File: src/rtl/unpack_metadata.sv
// unpack_metadata: receive-side metadata unpacker for the radar sample path.
// Strips the metadata slice carried in the high bits of each sample, extends the
// remaining sample bits back to full width, and reassembles the metadata word
// one slice per accepted strobe after an init.
module unpack_metadata #(
    parameter int unsigned data_width      = 16,
    parameter int unsigned data_width_used = 12,
    parameter int unsigned meta_data_width = 448,
    parameter bit          sign_extend     = 1'b1
) (
    input  logic                       clock,
    input  logic                       reset,
    input  logic                       enable,
    input  logic                       init,
    input  logic [data_width-1:0]      data_in,
    input  logic                       strobe_in,
    output logic [data_width-1:0]      data_out,
    output logic                       strobe_out,
    output logic [meta_data_width-1:0] meta_data,
    output logic                       meta_valid,
    output logic                       collecting
);

    localparam int unsigned pack_width = data_width - data_width_used;
    localparam int unsigned n_slices   = meta_data_width / pack_width;
    localparam int unsigned cnt_width  = (n_slices > 1) ? $clog2(n_slices) : 1;
    localparam logic [cnt_width-1:0] last_cnt = cnt_width'(n_slices - 1);

    typedef enum logic [1:0] {
        StIdle,
        StCollect,
        StDone
    } state_e;

    state_e                     r_state, w_state_d;
    logic [cnt_width-1:0]       r_cnt, w_cnt_d;
    logic [meta_data_width-1:0] r_shreg, w_shreg_d;
    logic [meta_data_width-1:0] r_meta, w_meta_d;
    logic                       r_meta_valid, w_meta_valid_d;
    logic [data_width-1:0]      r_data_out, w_data_out_d;
    logic                       r_strobe_out, w_strobe_out_d;
    logic                       r_collecting;

    logic                       w_accept;
    logic [pack_width-1:0]      w_slice;
    logic [data_width-1:0]      w_ext;
    logic [meta_data_width-1:0] w_shifted;

    // init wins over a coincident strobe: that sample is dropped, not counted.
    assign w_accept  = enable & strobe_in & ~init;
    assign w_slice   = data_in[data_width-1:data_width_used];
    assign w_shifted = {w_slice, r_shreg[meta_data_width-1:pack_width]};

    // Strip the slice bits and extend the sample proper back to full width.
    always_comb begin
        w_ext = '0;
        w_ext[data_width_used-1:0] = data_in[data_width_used-1:0];
        if (sign_extend) begin
            w_ext[data_width-1:data_width_used] = {pack_width{data_in[data_width_used-1]}};
        end
    end

    // Next-state logic for the collection FSM, sample path and metadata outputs.
    always_comb begin
        w_state_d      = r_state;
        w_cnt_d        = r_cnt;
        w_shreg_d      = r_shreg;
        w_meta_d       = r_meta;
        w_meta_valid_d = 1'b0;
        w_data_out_d   = r_data_out;
        w_strobe_out_d = 1'b0;

        // Samples pass through in every state.
        if (w_accept) begin
            w_data_out_d   = w_ext;
            w_strobe_out_d = 1'b1;
        end

        if (init) begin
            // Restart from any state; a partial word is discarded silently.
            w_state_d = StCollect;
            w_cnt_d   = '0;
            w_shreg_d = '0;
        end else if (w_accept && (r_state == StCollect)) begin
            w_shreg_d = w_shifted;
            if (r_cnt == last_cnt) begin
                w_meta_d       = w_shifted;
                w_meta_valid_d = 1'b1;
                w_state_d      = StDone;
                w_cnt_d        = '0;
            end else begin
                w_cnt_d = r_cnt + cnt_width'(1);
            end
        end
    end

    // State and output registers; synchronous active-high reset.
    always_ff @(posedge clock) begin
        if (reset) begin
            r_state      <= StIdle;
            r_cnt        <= '0;
            r_shreg      <= '0;
            r_meta       <= '0;
            r_meta_valid <= 1'b0;
            r_data_out   <= '0;
            r_strobe_out <= 1'b0;
            r_collecting <= 1'b0;
        end else begin
            r_state      <= w_state_d;
            r_cnt        <= w_cnt_d;
            r_shreg      <= w_shreg_d;
            r_meta       <= w_meta_d;
            r_meta_valid <= w_meta_valid_d;
            r_data_out   <= w_data_out_d;
            r_strobe_out <= w_strobe_out_d;
            r_collecting <= (w_state_d == StCollect);
        end
    end

    assign data_out   = r_data_out;
    assign strobe_out = r_strobe_out;
    assign meta_data  = r_meta;
    assign meta_valid = r_meta_valid;
    assign collecting = r_collecting;

endmodule

File: config.mk
export PLATFORM = sky130hd
export DESIGN_NAME = unpack_metadata
export DESIGN_NICKNAME = d
export VERILOG_FILES = /design/src/rtl/unpack_metadata.sv
export SDC_FILE = /design/constraint.sdc
export NUM_CORES = 2
export LEC_CHECK = 0
export BUFFER_PORTS_ARGS = -buffer_cell sky130_fd_sc_hd__buf_2
export CAP_MARGIN = 15
export CORE_MARGIN = 10
export CORE_UTILIZATION = 50
export DETAILED_ROUTE_END_ITERATION = 7
export PLACE_DENSITY = 0.75
export RECOVER_POWER = 50
export SETUP_SLACK_MARGIN = 0.1
export SYNTH_ARGS = -nofsm -noshare
export SYNTH_HDL_FRONTEND = slang
export SYNTH_SLANG_ARGS = --single-unit
File: constraint.sdc
create_clock -name clock -period 2.3 [get_ports clock]
set_input_delay 0.46 -clock clock [delete_from_list [all_inputs] [get_ports clock]]
set_output_delay 0.46 -clock clock [all_outputs]
set_load 0.01 [all_outputs]
==> qor.yml <==
outcome:
  status: "completed"
floorplan:
  core_sq_um: 74800
  design.die.area_sq_um: 87300
  initial_utilization_pct: 50.7
  io_pins: 488
  die_w_um: 295
  num_rows: 100
  dieHeight_um: 295
yosys:
  synth_edf_count: 0
  synth_largest_area_cell: "dfxtp_1"
  yosysMostFrequentCell: "dfxtp_1"
  synth_top_area_share_pct: 48.4
  synth.distinct_cells: 32
  syn_avg_cell_area_sq_um: 9.29
  synth-async-reset-ratio_pct: 0
  synthFlopType: "dfxtp_1"
  yosysSeqAreaShare_pct: 48.4
  syn_nets: 4103
  synth-seq-cells: 916
  yosys_warnings: 0
  synthTopCellsByCount: "dfxtp_1 (916), nand2b_1 (897), a21oi_1 (457)"
  syn_inst: 4081
  syn_area_sq_um: 37900
  ys_top_cells_by_area: "dfxtp_1 (48%), nand2b_1 (15%), mux2i_1 (12%)"
final_layout:
  fillers: 6606
  final_nets: 4422
  antennaDiodeCount: 0
  synthToLayoutAreaGrowth_pct: 15.3
  seqCellArea_sq_um: 18300
  drive_above_1_share_pct: 7.50
  multi_input_area_sq_um: 17200
timing:
  maxSlewViolCount: 0
  period_share_pct: 89.7
  setup_viol: 0
  holdWs_ns: 0.0445
  skew_ns: 0.0235
  rsz0062_at_grt: "no"
  setup_ws_ns: 0.238
  relSlewSlack_pct: 25.8
  finalHoldViolations: 0
  fmax_mhz: 485
  period_needed_ns: 2.06
  tns_ns: 0
  worstMarginPinSlew_ns: 1.11
cts:
  clk_pin_slew_ns: 0.06
  cts.path.max_buffers: 3
  cts_tree: "yes"
  cts_max_level: 3
  cts_buffers: 93
  clock-sinks: 916
  cts_root_buf: "clkbuf_16"
  insertion_delay_ns: 0.65
  postCtsResizedCells: 0
min_path:
  hold_class: "in2reg"
placement:
  gp_congestion: 0.792
  place_ws_ns: 0.168
  numPortBuffers: 487
  dp_hpwl_um: 66600
global_route:
  grt_antenna_before_repair: 0
  grt_pass1_wl_um: 158000
  track_usage_pct: 21.9
  grt_pass1_vias: 28800
  overflow: 0
  grt_start_max_net_pins: 170
drt:
  vias: 29900
  finalWirelength_um: 101000
  viasPerCell: 5.49
  drc: 0
  post_drt_wl_per_cell_um: 18.5
  drt-initial-drc-count: 2838
  drtAntennaViolNets: 0
  dr.pass1.iters: 5
power_and_ir_drop:
  peakVddDrop_v: 0.000674
  cellLeakagePower_nw: 13.1
  power_density_nw_per_um2: 763
setup_path:
  cp-startpoint: "r_state[0]"
  endpoint: "r_shreg[131]"
  reg2reg_to: "r_shreg[131]"
  worstPathArrival_ns: 2.63
  critical_path_class: "reg2reg"
  reg2regPathDepth: 6
  required_ns: 2.87
  rrSetupSlack_ns: 0.24
  start_kind: "flip-flop"
  end_kind: "flip-flop"
  worst-path-max-fanout: 39
  crit-reg2reg-launch: "r_state[0]"
run:
  drv_cap: 0
flip-flops by register name, summed over array words and instances (netlist names):
name and flops:
collecting 1, data_out 12, meta_data 448, r_cnt 7
strobe_out 1, meta_valid 1, r_shreg 444, r_state 2
report_power, final:
group          internal (mW)  switching (mW)
clock                   9.63            6.49
sequential              15.9         0.00601
combinational          0.461           0.871
total                   26.0            7.37
layout make-up:
| cell class | instances | share of cell area (%) |
|---|---|---|
| sequential | 916 | 41.9 |
| inverter | 1 | 0.00859 |
| timing repair buffer | 632 | 8.25 |
| multi-input combinational | 2756 | 39.4 |
| clock buffer | 134 | 6.39 |
| clock inverter | 39 | 1.22 |
| tap | 969 | 2.77 |
logic make-up (layout without fill, tap and decap cells):
logic type / after synthesis / in the layout / share of synthesized area [%]
and+or+nand+nor: 1394 / 1394 / 21.4
DFF: 916 / 916 / 48.4
AOI/OAI and AO/OA: 911 / 911 / 12.1
muxes: 450 / 450 / 11.9
buffers and inverters: 409 / 806 / 6.25
adders and majority gates: 1 / 1 / 0.0330
per-layer routing:
layer  vias to the layer above  track usage (%)  share of wire, %
met1                     14300             29.1                44
met4                         0             6.88               2.5
met5                         -                0                 0
li1                      14500                -                 -
met3                       151             4.04               6.4
met2                       905             35.7                47
through the flow:
stage	util [%]	instances	cell area, sq um	power [mW]
3_3_place_gp	54.8	5274	41000	17.6
6_report	58.4	5447	43700	33.3
3_5_place_dp	54.8	5274	41000	17.6
2_1_floorplan	-	4081	37900	17.1
5_1_grt	58.4	5447	43700	34.3
4_1_cts	59.2	5447	44300	33.6
worst min-delay path by stage:
| stage | start | to | slack, ns | cells after the start |
|---|---|---|---|---|
| CTS | data_in[7] | data_out[7] | 0.005 | 3 |
| finish | data_in[7] | data_out[7] | 0.04 | 3 |
| floorplan | r_cnt[6] | r_cnt[6] | 0.45 | 2 |
| detailed placement | data_out[0] | data_out[0] | 0.45 | 2 |
| global route | data_in[3] | data_out[3] | 0.03 | 3 |
| global placement | data_out[7] | data_out[7] | 0.44 | 2 |
worst max-delay path, cell delays in order, from the launching register on:
cell and delay (ns):
dfxtp_1 0.36, buf_4 0.16, and2b_1 0.47, buf_12 0.30
clkbuf_1 0.38, nand3_1 0.12, a21oi_1 0.17
timing repair:
| action | in CTS | in global routing |
|---|---|---|
| endpoints found under the setup margin | 0 | 67 |
| hold buffers | 0 | 0 |
| setup buffers | 0 | 0 |
placed cells by master (no fill, tap or decap), types with 2 or more instances in the layout:
| cell | Yosys | routed |
|---|---|---|
| nor3_1 | 2 | 2 |
| buf_2 | 28 | 30 |
| a21oi_1 | 457 | 457 |
| o21ai_0 | 448 | 448 |
| buf_4 | 4 | 85 |
| clkinvlp_4 | 0 | 4 |
| nand3b_1 | 2 | 2 |
| dfxtp_1 | 916 | 916 |
| clkinv_2 | 0 | 19 |
| nand2_1 | 28 | 28 |
| buf_12 | 45 | 53 |
| mux2i_1 | 450 | 450 |
| nor2_1 | 4 | 4 |
| clkbuf_16 | 0 | 96 |
| nand3_1 | 446 | 446 |
| clkbuf_8 | 0 | 25 |
| bufinv_16 | 0 | 10 |
| a211oi_1 | 4 | 4 |
| clkbuf_1 | 286 | 474 |
| inv_16 | 0 | 3 |
| clkbuf_2 | 0 | 2 |
| or3_1 | 5 | 5 |
| nand2b_1 | 897 | 896 |
| nand4b_1 | 2 | 3 |
No activity file was read; power rests on OpenSTA's default activity.
